<file path="src/rtl/apb_seq_pkg.sv">
// Shared encodings for the APB command sequencer: command opcodes, FSM states,
// and opcode normalisation.
package apb_seq_pkg;

    typedef enum logic [1:0] {
        OP_WRITE = 2'd0,
        OP_READ  = 2'd1,
        OP_POLL  = 2'd2,
        OP_RSVD  = 2'd3
    } seq_op_e;

    typedef enum logic [1:0] {
        ST_IDLE   = 2'd0,
        ST_SETUP  = 2'd1,
        ST_ACCESS = 2'd2
    } seq_state_e;

    // The reserved encoding behaves exactly like a plain read.
    function automatic seq_op_e norm_op(input logic [1:0] raw);
        seq_op_e op;
        case (raw)
            2'd0:    op = OP_WRITE;
            2'd2:    op = OP_POLL;
            default: op = OP_READ;
        endcase
        return op;
    endfunction

endpackage

</file>
<file path="src/rtl/apb_seq_master_if.sv">
// Command, APB and response signals of the sequencer bundled as one interface.
// The master modport is the sequencer's view; the slave modport is the environment's view.
interface apb_seq_master_if #(
    parameter int ADDR_W = 8,
    parameter int DATA_W = 8
);
    logic              cmd_valid;
    logic              cmd_ready;
    logic [1:0]        cmd_op;
    logic [ADDR_W-1:0] cmd_addr;
    logic [DATA_W-1:0] cmd_data;
    logic [DATA_W-1:0] cmd_mask;

    logic              PSELx;
    logic              PENABLE;
    logic              PWRITE;
    logic [ADDR_W-1:0] PADDR;
    logic [DATA_W-1:0] PWDATA;
    logic [DATA_W-1:0] PRDATA;
    logic              PREADY;

    logic              rsp_valid;
    logic [DATA_W-1:0] rsp_data;
    logic              rsp_err;

    modport master (
        input  cmd_valid, cmd_op, cmd_addr, cmd_data, cmd_mask,
        output cmd_ready,
        output PSELx, PENABLE, PWRITE, PADDR, PWDATA,
        input  PRDATA, PREADY,
        output rsp_valid, rsp_data, rsp_err
    );

    modport slave (
        output cmd_valid, cmd_op, cmd_addr, cmd_data, cmd_mask,
        input  cmd_ready,
        input  PSELx, PENABLE, PWRITE, PADDR, PWDATA,
        output PRDATA, PREADY,
        input  rsp_valid, rsp_data, rsp_err
    );

endinterface

</file>
<file path="src/rtl/apb_seq_fifo.sv">
// Show-ahead synchronous command FIFO: the head entry is readable combinationally so the
// sequencer can pop and launch SETUP on the same edge.
module apb_seq_fifo #(
    parameter  int WIDTH = 34,
    parameter  int DEPTH = 16,
    localparam int PTR_W = $clog2(DEPTH)
) (
    input  logic             clk,
    input  logic             rst_n,
    input  logic             push,
    input  logic [WIDTH-1:0] wr_data,
    input  logic             pop,
    output logic [WIDTH-1:0] rd_data,
    output logic             full,
    output logic             empty,
    output logic [PTR_W:0]   level
);

    localparam logic [PTR_W:0] PTR_ONE = 1;

    logic [WIDTH-1:0] mem_q [DEPTH];
    logic [PTR_W:0]   wr_ptr_q;
    logic [PTR_W:0]   wr_ptr_d;
    logic [PTR_W:0]   rd_ptr_q;
    logic [PTR_W:0]   rd_ptr_d;
    logic             do_push;
    logic             do_pop;

    // Pointers carry an extra wrap bit: equal means empty, only the wrap bit differing means full.
    assign full    = (wr_ptr_q[PTR_W] != rd_ptr_q[PTR_W]) &&
                     (wr_ptr_q[PTR_W-1:0] == rd_ptr_q[PTR_W-1:0]);
    assign empty   = (wr_ptr_q == rd_ptr_q);
    assign level   = wr_ptr_q - rd_ptr_q;
    assign rd_data = mem_q[rd_ptr_q[PTR_W-1:0]];

    always_comb begin
        do_push  = push && !full;
        do_pop   = pop && !empty;
        wr_ptr_d = do_push ? wr_ptr_q + PTR_ONE : wr_ptr_q;
        rd_ptr_d = do_pop  ? rd_ptr_q + PTR_ONE : rd_ptr_q;
    end

    always_ff @(posedge clk or negedge rst_n) begin
        if (!rst_n) begin
            wr_ptr_q <= '0;
            rd_ptr_q <= '0;
        end else begin
            wr_ptr_q <= wr_ptr_d;
            rd_ptr_q <= rd_ptr_d;
        end
    end

    always_ff @(posedge clk) begin
        if (do_push) begin
            mem_q[wr_ptr_q[PTR_W-1:0]] <= wr_data;
        end
    end

endmodule

</file>
<file path="src/rtl/apb_seq_master.sv">
// APB master that drains a FIFO of write/read/poll commands onto an APB slave and
// returns one single-cycle response per command.
module apb_seq_master
    import apb_seq_pkg::*;
#(
    parameter  int ADDR_W = 8,
    parameter  int DATA_W = 8,
    parameter  int DEPTH  = 16,
    parameter  int POLL_W = 8,
    localparam int LVL_W  = $clog2(DEPTH) + 1
) (
    input  logic             PCLK,
    input  logic             PRESETn,
    apb_seq_master_if.master bus,
    output logic             busy,
    output logic [LVL_W-1:0] level
);

    localparam int              CMD_W    = 2 + ADDR_W + 2 * DATA_W;
    localparam logic [POLL_W-1:0] POLL_MAX = {POLL_W{1'b1}};
    localparam logic [POLL_W-1:0] POLL_ONE = 1;

    logic [CMD_W-1:0]  fifo_wr_data;
    logic [CMD_W-1:0]  fifo_rd_data;
    logic              fifo_full;
    logic              fifo_empty;
    logic              fifo_pop;

    logic [1:0]        head_op;
    logic [ADDR_W-1:0] head_addr;
    logic [DATA_W-1:0] head_data;
    logic [DATA_W-1:0] head_mask;

    seq_state_e        state_q,     state_d;
    seq_op_e           op_q,        op_d;
    logic [ADDR_W-1:0] paddr_q,     paddr_d;
    logic [DATA_W-1:0] pwdata_q,    pwdata_d;
    logic [DATA_W-1:0] mask_q,      mask_d;
    logic [POLL_W-1:0] tries_q,     tries_d;
    logic              retry_q,     retry_d;
    logic              psel_q,      psel_d;
    logic              penable_q,   penable_d;
    logic              pwrite_q,    pwrite_d;
    logic              rsp_valid_q, rsp_valid_d;
    logic [DATA_W-1:0] rsp_data_q,  rsp_data_d;
    logic              rsp_err_q,   rsp_err_d;

    logic [DATA_W-1:0] bit_miss;
    logic              poll_match;

    assign fifo_wr_data = {bus.cmd_op, bus.cmd_addr, bus.cmd_data, bus.cmd_mask};
    assign head_op      = fifo_rd_data[CMD_W-1 -: 2];
    assign head_addr    = fifo_rd_data[2*DATA_W +: ADDR_W];
    assign head_data    = fifo_rd_data[DATA_W +: DATA_W];
    assign head_mask    = fifo_rd_data[0 +: DATA_W];

    apb_seq_fifo #(
        .WIDTH (CMD_W),
        .DEPTH (DEPTH)
    ) u_fifo (
        .clk     (PCLK),
        .rst_n   (PRESETn),
        .push    (bus.cmd_valid),
        .wr_data (fifo_wr_data),
        .pop     (fifo_pop),
        .rd_data (fifo_rd_data),
        .full    (fifo_full),
        .empty   (fifo_empty),
        .level   (level)
    );

    // Per-bit poll comparison: a bit only counts when its mask bit is set.
    for (genvar gi = 0; gi < DATA_W; gi++) begin : g_cmp
        assign bit_miss[gi] = mask_q[gi] & (bus.PRDATA[gi] ^ pwdata_q[gi]);
    end
    assign poll_match = ~|bit_miss;

    always_comb begin
        state_d     = state_q;
        op_d        = op_q;
        paddr_d     = paddr_q;
        pwdata_d    = pwdata_q;
        mask_d      = mask_q;
        tries_d     = tries_q;
        retry_d     = retry_q;
        psel_d      = psel_q;
        penable_d   = penable_q;
        pwrite_d    = pwrite_q;
        rsp_valid_d = 1'b0;
        rsp_data_d  = '0;
        rsp_err_d   = 1'b0;
        fifo_pop    = 1'b0;

        unique case (state_q)
            ST_IDLE: begin
                if (retry_q) begin
                    // Re-issue the same poll after its one-cycle gap, without touching the FIFO.
                    retry_d  = 1'b0;
                    state_d  = ST_SETUP;
                    psel_d   = 1'b1;
                    pwrite_d = 1'b0;
                end else if (!fifo_empty) begin
                    fifo_pop = 1'b1;
                    op_d     = norm_op(head_op);
                    paddr_d  = head_addr;
                    pwdata_d = head_data;
                    mask_d   = head_mask;
                    // tries holds the number of the attempt in flight, so it restarts at one.
                    tries_d  = POLL_ONE;
                    state_d  = ST_SETUP;
                    psel_d   = 1'b1;
                    pwrite_d = (norm_op(head_op) == OP_WRITE);
                end
            end
            ST_SETUP: begin
                state_d   = ST_ACCESS;
                penable_d = 1'b1;
            end
            ST_ACCESS: begin
                if (bus.PREADY) begin
                    state_d   = ST_IDLE;
                    psel_d    = 1'b0;
                    penable_d = 1'b0;
                    pwrite_d  = 1'b0;
                    if (op_q == OP_POLL && !poll_match && tries_q < POLL_MAX) begin
                        tries_d = tries_q + POLL_ONE;
                        retry_d = 1'b1;
                    end else begin
                        rsp_valid_d = 1'b1;
                        rsp_data_d  = (op_q == OP_WRITE) ? '0 : bus.PRDATA;
                        rsp_err_d   = (op_q == OP_POLL) && !poll_match;
                    end
                end
            end
            default: begin
                state_d = ST_IDLE;
            end
        endcase
    end

    always_ff @(posedge PCLK or negedge PRESETn) begin
        if (!PRESETn) begin
            state_q     <= ST_IDLE;
            op_q        <= OP_WRITE;
            paddr_q     <= '0;
            pwdata_q    <= '0;
            mask_q      <= '0;
            tries_q     <= '0;
            retry_q     <= 1'b0;
            psel_q      <= 1'b0;
            penable_q   <= 1'b0;
            pwrite_q    <= 1'b0;
            rsp_valid_q <= 1'b0;
            rsp_data_q  <= '0;
            rsp_err_q   <= 1'b0;
        end else begin
            state_q     <= state_d;
            op_q        <= op_d;
            paddr_q     <= paddr_d;
            pwdata_q    <= pwdata_d;
            mask_q      <= mask_d;
            tries_q     <= tries_d;
            retry_q     <= retry_d;
            psel_q      <= psel_d;
            penable_q   <= penable_d;
            pwrite_q    <= pwrite_d;
            rsp_valid_q <= rsp_valid_d;
            rsp_data_q  <= rsp_data_d;
            rsp_err_q   <= rsp_err_d;
        end
    end

    assign bus.cmd_ready = !fifo_full;
    assign bus.PSELx     = psel_q;
    assign bus.PENABLE   = penable_q;
    assign bus.PWRITE    = pwrite_q;
    assign bus.PADDR     = paddr_q;
    assign bus.PWDATA    = pwdata_q;
    assign bus.rsp_valid = rsp_valid_q;
    assign bus.rsp_data  = rsp_data_q;
    assign bus.rsp_err   = rsp_err_q;

    // A pending poll retry sits in IDLE but still counts as outstanding work.
    assign busy = !fifo_empty || (state_q != ST_IDLE) || retry_q;

endmodule

</file>
<file path="src/flat_wrapper.sv">
// flat-port wrapper written by rule: the top's interface ports become plain ports
module apb_seq_master_flat import apb_seq_pkg::*;
#(
    parameter  int ADDR_W = 8,
    parameter  int DATA_W = 8,
    parameter  int DEPTH  = 16,
    parameter  int POLL_W = 8,
    localparam int LVL_W  = $clog2(DEPTH) + 1
)
  (PCLK, PRESETn, busy, level, bus_cmd_valid, bus_cmd_op, bus_cmd_addr, bus_cmd_data, bus_cmd_mask, bus_cmd_ready, bus_PSELx, bus_PENABLE, bus_PWRITE, bus_PADDR, bus_PWDATA, bus_PRDATA, bus_PREADY, bus_rsp_valid, bus_rsp_data, bus_rsp_err);
  apb_seq_master_if #(.ADDR_W(ADDR_W), .DATA_W(DATA_W)) bus_i ();
  input  logic PCLK;
  input  logic PRESETn;
  output logic busy;
  output logic [LVL_W-1:0] level;
  input wire logic [$bits(bus_i.cmd_valid)-1:0] bus_cmd_valid;
  input wire logic [$bits(bus_i.cmd_op)-1:0] bus_cmd_op;
  input wire logic [$bits(bus_i.cmd_addr)-1:0] bus_cmd_addr;
  input wire logic [$bits(bus_i.cmd_data)-1:0] bus_cmd_data;
  input wire logic [$bits(bus_i.cmd_mask)-1:0] bus_cmd_mask;
  output wire logic [$bits(bus_i.cmd_ready)-1:0] bus_cmd_ready;
  output wire logic [$bits(bus_i.PSELx)-1:0] bus_PSELx;
  output wire logic [$bits(bus_i.PENABLE)-1:0] bus_PENABLE;
  output wire logic [$bits(bus_i.PWRITE)-1:0] bus_PWRITE;
  output wire logic [$bits(bus_i.PADDR)-1:0] bus_PADDR;
  output wire logic [$bits(bus_i.PWDATA)-1:0] bus_PWDATA;
  input wire logic [$bits(bus_i.PRDATA)-1:0] bus_PRDATA;
  input wire logic [$bits(bus_i.PREADY)-1:0] bus_PREADY;
  output wire logic [$bits(bus_i.rsp_valid)-1:0] bus_rsp_valid;
  output wire logic [$bits(bus_i.rsp_data)-1:0] bus_rsp_data;
  output wire logic [$bits(bus_i.rsp_err)-1:0] bus_rsp_err;
  assign bus_i.cmd_valid = bus_cmd_valid;
  assign bus_i.cmd_op = bus_cmd_op;
  assign bus_i.cmd_addr = bus_cmd_addr;
  assign bus_i.cmd_data = bus_cmd_data;
  assign bus_i.cmd_mask = bus_cmd_mask;
  assign bus_cmd_ready = bus_i.cmd_ready;
  assign bus_PSELx = bus_i.PSELx;
  assign bus_PENABLE = bus_i.PENABLE;
  assign bus_PWRITE = bus_i.PWRITE;
  assign bus_PADDR = bus_i.PADDR;
  assign bus_PWDATA = bus_i.PWDATA;
  assign bus_i.PRDATA = bus_PRDATA;
  assign bus_i.PREADY = bus_PREADY;
  assign bus_rsp_valid = bus_i.rsp_valid;
  assign bus_rsp_data = bus_i.rsp_data;
  assign bus_rsp_err = bus_i.rsp_err;
  apb_seq_master #(.ADDR_W(ADDR_W), .DATA_W(DATA_W), .DEPTH(DEPTH), .POLL_W(POLL_W)) u_core (.PCLK(PCLK), .PRESETn(PRESETn), .bus(bus_i), .busy(busy), .level(level));
endmodule
</file>
<file path="config.mk">
export PLATFORM = sky130hd
export DESIGN_NAME = apb_seq_master_flat
export DESIGN_NICKNAME = d
export VERILOG_FILES = /design/src/rtl/apb_seq_pkg.sv /design/src/rtl/apb_seq_master_if.sv /design/src/rtl/apb_seq_fifo.sv /design/src/rtl/apb_seq_master.sv /design/src/flat_wrapper.sv
export SDC_FILE = /design/constraint.sdc
export NUM_CORES = 1
export LEC_CHECK = 0
export ABC_AREA = 1
export ABC_CLOCK_PERIOD_IN_PS = 3900
export CAP_MARGIN = 5
export CORE_ASPECT_RATIO = 1.4
export CORE_MARGIN = 5
export CORE_UTILIZATION = 40
export DETAILED_ROUTE_END_ITERATION = 8
export REMOVE_ABC_BUFFERS = 1
export SLEW_MARGIN = 20
export SYNTH_ARGS = -nofsm -noshare
export SYNTH_HDL_FRONTEND = slang
export SYNTH_SLANG_ARGS = --single-unit
</file>
<file path="constraint.sdc">
create_clock -name PCLK -period 3.9 [get_ports PCLK]
set_input_delay 0.585 -clock PCLK [delete_from_list [all_inputs] [get_ports PCLK]]
set_output_delay 0.585 -clock PCLK [all_outputs]
set_load 0.01 [all_outputs]
</file>
== After elaboration in Yosys (flattened, before gate mapping) ==
Memories as Yosys holds them, arrays and structs flattened.
Index checks and enable logic that the tools add are counted.
Word-level totals
  register bits: 60
  RAM bits: 416
  input bits: 38
  output and inout port bits: 36
  logic and storage cells: 113
  memories: 1
Operators by class
  add/sub/neg operators: 4
  order comparisons: 1
  equality and inequality tests: 12
  mux-type cells: 39
  bitwise logic cells: 18
  reduce and logical (&&, ||, !) cells: 23
Memories
  u_core.u_fifo.mem_q: depth 16, width 26, read ports 1, clocked after Yosys merged registers in 0, write ports 1, RTL line apb_seq_fifo.sv:21  | logic [WIDTH-1:0] mem_q [DEPTH];
Operators by type and width (number)
  2-to-1 mux 8 bit: 8
  2-to-1 mux 1 bit: 18
  one-hot mux 8 bit (2 select lines): 1
  2-to-1 mux 2 bit: 6
  adder 5 x 1 -> 5 bit (second input constant): 2
  AND reduction 3 bit: 3
  adder 8 x 1 -> 8 bit (second input constant): 1
  AND 1 bit: 8
  logical NOT 2 bit: 4
  less-than comparator 8 bit (second input constant): 1
  one-hot mux 1 bit (2 select lines): 4
  OR reduction 8 bit: 1
  XOR 1 bit: 8
  == test 2 bit (second input constant): 3
  inequality test 2 bit (second input constant): 3
  one-hot mux 2 bit (3 select lines): 1
  nonzero test 2 bit: 3
  == test 5 bit: 1
  logical AND 1 bit: 5
  AND reduction 5 bit: 1
  subtractor 5 bit: 1
  == test 4 bit: 1
  one-hot mux 2 bit (2 select lines): 1
  AND reduction 2 bit: 2
  7 further kinds: 10

== Longest topological paths before layout ==
An unclocked memory read counts as a cell.
  word-level depth: 10
  gate-level depth with buffers: 14
  mapped depth without buffers: 11

== By module ==
From an unflattened synthesis, not the netlist that was laid out.
Unflattened totals
  cells, all modules: 2170
  area total of the unflattened synthesis: 21119.0 um^2
By module, submodules not included
  apb_seq_fifo: times used 1, cells each 1885, area an instance 18826.8 um^2, seq. area each 12742.2 um^2
  apb_seq_master: times used 1, cells each 285, area an instance 2292.2 um^2, seq. area each 1251.2 um^2

== Worst setup path before layout ==
No wires, ideal clock.
  path type: reg-to-reg
  start point: register u_core.u_fifo.rd_ptr_q[2]
  end point: memory u_core.u_fifo.mem_q[0][0] in the netlist's numbering, enable pin
  setup time: 0.409 ns
  data arrival time: 2.872 ns
  data required time: 3.491 ns
  slack: 0.620 ns
  cell stages (with the launch flop): 12
  path buffers: 2
  period minus slack after synthesis: 3.280 ns
  path through: dfrtp_1 -> buf_2 -> inv_1 -> clkbuf_1 -> ha_1 -> nand3_1 -> nor2_1 -> nand2_1 -> nand2_1 -> inv_2 -> nand2_1 -> nor2_1
Between the ends
  word-level cells in the longest chain between the ends: 6
Ends and longest elaborated chain
  from (decl): RTL line apb_seq_fifo.sv:24  | logic [PTR_W:0] rd_ptr_q;
  from (signal assigned): RTL line apb_seq_fifo.sv:49  | rd_ptr_q <= rd_ptr_d;
  == test 4 bit: RTL line apb_seq_fifo.sv:31  | (wr_ptr_q[PTR_W-1:0] == rd_ptr_q[PTR_W-1:0]);
  logical AND 1 bit: RTL line apb_seq_fifo.sv:30  | assign full = (wr_ptr_q[PTR_W] != rd_ptr_q[PTR_W]) &&
  logical NOT 1 bit
  via bus_cmd_ready: RTL line flat_wrapper.sv:21  | output wire logic [$bits(bus_i.cmd_ready)-1:0] bus_cmd_ready;
  logical AND 1 bit: RTL line apb_seq_fifo.sv:37  | do_push = push && !full;
  2-to-1 mux 1 bit: RTL line apb_seq_fifo.sv:54  | if (do_push) begin
  2-to-1 mux 1 bit (not written as such): RTL line apb_seq_fifo.sv:55  | mem_q[wr_ptr_q[PTR_W-1:0]] <= wr_data;
  to (decl): RTL line apb_seq_fifo.sv:21
The timed path passes the listed nets, and every way through them passes these cells.

== Worst setup path in the final report ==
  start point: register u_core.u_fifo.wr_ptr_q[0]
  end point: output port level[4]
Between the ends
  word-level cells in the longest chain between the ends: 1
Ends and longest elaborated chain
  from (decl): RTL line apb_seq_fifo.sv:22  | logic [PTR_W:0] wr_ptr_q;
  from (signal assigned): RTL line apb_seq_fifo.sv:48  | wr_ptr_q <= wr_ptr_d;
  subtractor 5 bit: RTL line apb_seq_fifo.sv:33  | assign level = wr_ptr_q - rd_ptr_q;
  to (decl): RTL line flat_wrapper.sv:15  | output logic [LVL_W-1:0] level;
No other way between the ends.

==> results.json <==
{
  "yosys.area.top_type": "edfxtp_1",
  "powerDensity_nw_per_um2": 748.4,
  "fin_skew_ns": 0.01860,
  "cp_slowest_stage_delay_ns": 0.56,
  "finalPower_uw": 16460,
  "cap_violations": 0,
  "die_h_um": 268.3,
  "crit_chain": "inv_1 > ha_1 > inv_1 > fa_1 > nand3_1 > nand2_1 > xor2_1 > clkdlybuf4s50_1",
  "synth.avg_cell_area_um2": 12.37,
  "rr_startpoint": "u_core.u_fifo.rd_ptr_q[2]$_DFFE_PN0P_",
  "setup_ws_ns": 0.6890,
  "synthTopCellsByArea": "edfxtp_1 (66%), dfrtp_1 (7.9%), nor2_1 (6.4%)",
  "fp.dieW_um": 194.5,
  "regArea_um2": 14000,
  "nets": 1655,
  "fin_crit_sh": 0.8233,
  "grt_max_degree": 211,
  "drt_wl_total_mm": 49.02,
  "criticalPathCategory": "reg2out",
  "leakagePower_uw": 0.007496,
  "syn-cell-area_um2": 19060,
  "rows": 94,
  "synth_edf_count": 416,
  "hold_path_class": "in2async",
  "rsz0062_at_grt": "no",
  "wl_per_cell_um": 21.64,
  "tightest_slew_ns": 0.9636,
  "area_growth_pct": 15.41,
  "cp.arrival_ns": 2.63,
  "cpMostUsedCell": "inv_1",
  "dp_hpwl_mm": 26.05,
  "ys_seq_elements": 476,
  "required_ns": 3.31,
  "die-area_um2": 52180,
  "finalSetupViolations": 0,
  "track_usage": 0.1841,
  "seq_area_frac_synth": 0.7341,
  "postCtsSetupBuffers": 0,
  "crit_family": "buffers and inverters",
  "cts_root_buf": "clkbuf_16",
  "synth_top_area_share": 0.6554,
  "ys_types": 32,
  "cts_sinks": 476,
  "gp_congestion": 0.7513,
  "holdBufCountCts": 0,
  "cp-end-kind": "primary output",
  "grt_overflow": 0,
  "grt_pass1_vias": 11570,
  "pre_cts_ws_ns": 1.030,
  "drc": 0,
  "reg2reg_slack_ns": 1.06,
  "fmax_mhz": 311.4,
  "ctsResizeCount": 0,
  "slowest_stage": "clkdlybuf4s50_1",
  "fill_cells": 4170,
  "cts_made_buffers": 44,
  "multi_input_area_um2": 4549,
  "start_kind": "register",
  "peakVddDrop_mv": 0.8927,
  "io_buffers": 73,
  "syn_inst": 1541,
  "clkLatencyLatePin_ns": 0.56,
  "reg2reg_to": "u_core.u_fifo.mem_q[10][15]$_DFFE_PP_",
  "coreArea_um2": 47050,
  "route.vias.total": 12190,
  "clock_path_buffers": 3,
  "first_pass_iters": 5,
  "grt_pass1_wl_mm": 73.40,
  "drv_slew": 0,
  "synth-async-reset-ratio": 0.1261,
  "htree_levels": 2,
  "drive_above_1_share": 0.07617,
  "clk_pin_slew_ns": 0.06,
  "reg2regPathDepth": 11,
  "fin_crit_ns": 3.211,
  "synthFlopType": "edfxtp_1",
  "n_antenna_cell": 0,
  "tritoncts": "yes",
  "synth.yosys.warnings": 0,
  "drt_iter0_drc": 1167,
  "outcome": "finished clean",
  "ioPinCount": 74,
  "antenna_found_initial": 1,
  "finalHoldViolations": 0,
  "vias_per_cell": 5.383,
  "crit_fanout": 4,
  "worstPathBufferInverterCount": 3,
  "max-slew-margin-rel": 0.3576,
  "drtAntennaViolNets": 0,
  "start_util": 0.4052
}
routing by layer:
metal	vias to the layer above	wire (um)	global-route usage
li1	5661	-	-
met1	6006	20540	0.2494
met2	435	24190	0.3119
met3	88	3037	0.02659
met4	2	1235	0.05494
met5	-	13	0
area by class of cell:
class / count / area share
Sequential cell: 476 / 0.6365
Inverter: 52 / 0.009100
Timing Repair Buffer: 105 / 0.05028
Clock buffer: 60 / 0.05557
Multi-Input combinational cell: 927 / 0.2068
Clock inverter: 21 / 0.006256
Tap cell: 624 / 0.03549
worst register-to-register path, cell delays in order (launching register included):
cell and delay [ns]:
dfrtp_2 0.40, inv_1 0.05, buf_4 0.25, ha_1 0.34, nand3_1 0.10, nor2_1 0.06, nand2_1 0.09, nand2_1 0.10
inv_2 0.13, nand2_1 0.26, nor2_4 0.53, buf_12 0.24
power breakdown:
part	switching, uW	internal (uW)
registers	289	6250
logic	3930	1890
clock network	1830	2270
total	6050	10400
worst max path at each step:
stage / startpoint / to / slack, ns / cells after the start
floorplan: u_core.u_fifo.rd_ptr_q[0]$_DFFE_PN0P_ / u_core.bus.PWDATA[3]$_DFFE_PN0P_ / -2.52 / 7
global placement: u_core.u_fifo.rd_ptr_q[1]$_DFFE_PN0P_ / u_core.bus.PWRITE$_DFFE_PN0P_ / 1.05 / 9
detailed placement: u_core.u_fifo.rd_ptr_q[1]$_DFFE_PN0P_ / u_core.bus.PWRITE$_DFFE_PN0P_ / 1.03 / 9
CTS: u_core.u_fifo.wr_ptr_q[0]$_DFFE_PN0P_ / level[4] / 0.67 / 8
global route: u_core.u_fifo.wr_ptr_q[0]$_DFFE_PN0P_ / level[4] / 0.56 / 8
finish: u_core.u_fifo.wr_ptr_q[0]$_DFFE_PN0P_ / level[4] / 0.69 / 8
Yosys cell counts (12+ instances only):
cell,instances
nand4_1,12
o211ai_1,25
dfrtp_1,60
o21ai_0,208
o22ai_1,74
edfxtp_1,416
inv_1,46
a21oi_1,23
nand3_1,38
nand2_1,143
o21ai_1,30
nor2_1,324
buf_2,38
clkbuf_1,30
logic make-up after synthesis:
kind of cell / after synthesis / synth area share
AOI/OAI and AO/OA: 372 / 0.1080
xor gates and xnor gates: 13 / 0.005974
adders and majority gates: 11 / 0.007615
buffers and inverters: 138 / 0.03335
DFF: 476 / 0.7341
and+or+nand+nor: 531 / 0.1109
registers in the layout, indices dropped and copies added, names as in the netlist, 2 cells and up:
register,cells
u_core.bus.PADDR,8
u_core.bus.rsp_data,8
u_core.state_q,2
u_core.bus.PWDATA,8
u_core.tries_q,8
u_core.u_fifo.wr_ptr_q,5
u_core.u_fifo.rd_ptr_q,5
u_core.u_fifo.mem_q,416
u_core.mask_q,8
u_core.op_q,2
cells in the final DEF (no fill, tap or decap), types with 4 or more instances in the layout:
master / count
inv_6: 5
nand4_1: 12
buf_4: 22
nand2_1: 143
o22ai_1: 74
o22a_1: 6
clkdlybuf4s50_1: 72
dfrtp_1: 57
a21oi_1: 23
inv_1: 46
clkinv_1: 11
clkbuf_16: 45
nor2_4: 16
clkbuf_1: 11
clkinv_2: 6
xor2_1: 10
o21ai_0: 208
nor2_1: 309
buf_12: 11
ha_1: 10
edfxtp_1: 416
nand3_1: 38
o211ai_1: 25
clkbuf_8: 4
o21ai_1: 30
stage by stage:
stage                     setup TNS [ns]  instance area (um^2)  utilization  cells  hold WS, ns
final                                  0                 22000       0.4676   2265       0.1778
after global routing                   0                 22000       0.4676   2265       0.2486
after CTS                              0                 22000       0.4676   2265       0.2033
after detailed placement               0                 20640       0.4387   2184       0.4723
after global placement                 0                 20640       0.4387   2184       0.4642
after floorplan                  -871.16                 18620            -   1455       0.2894
No activity file was read; power rests on OpenSTA's default activity.
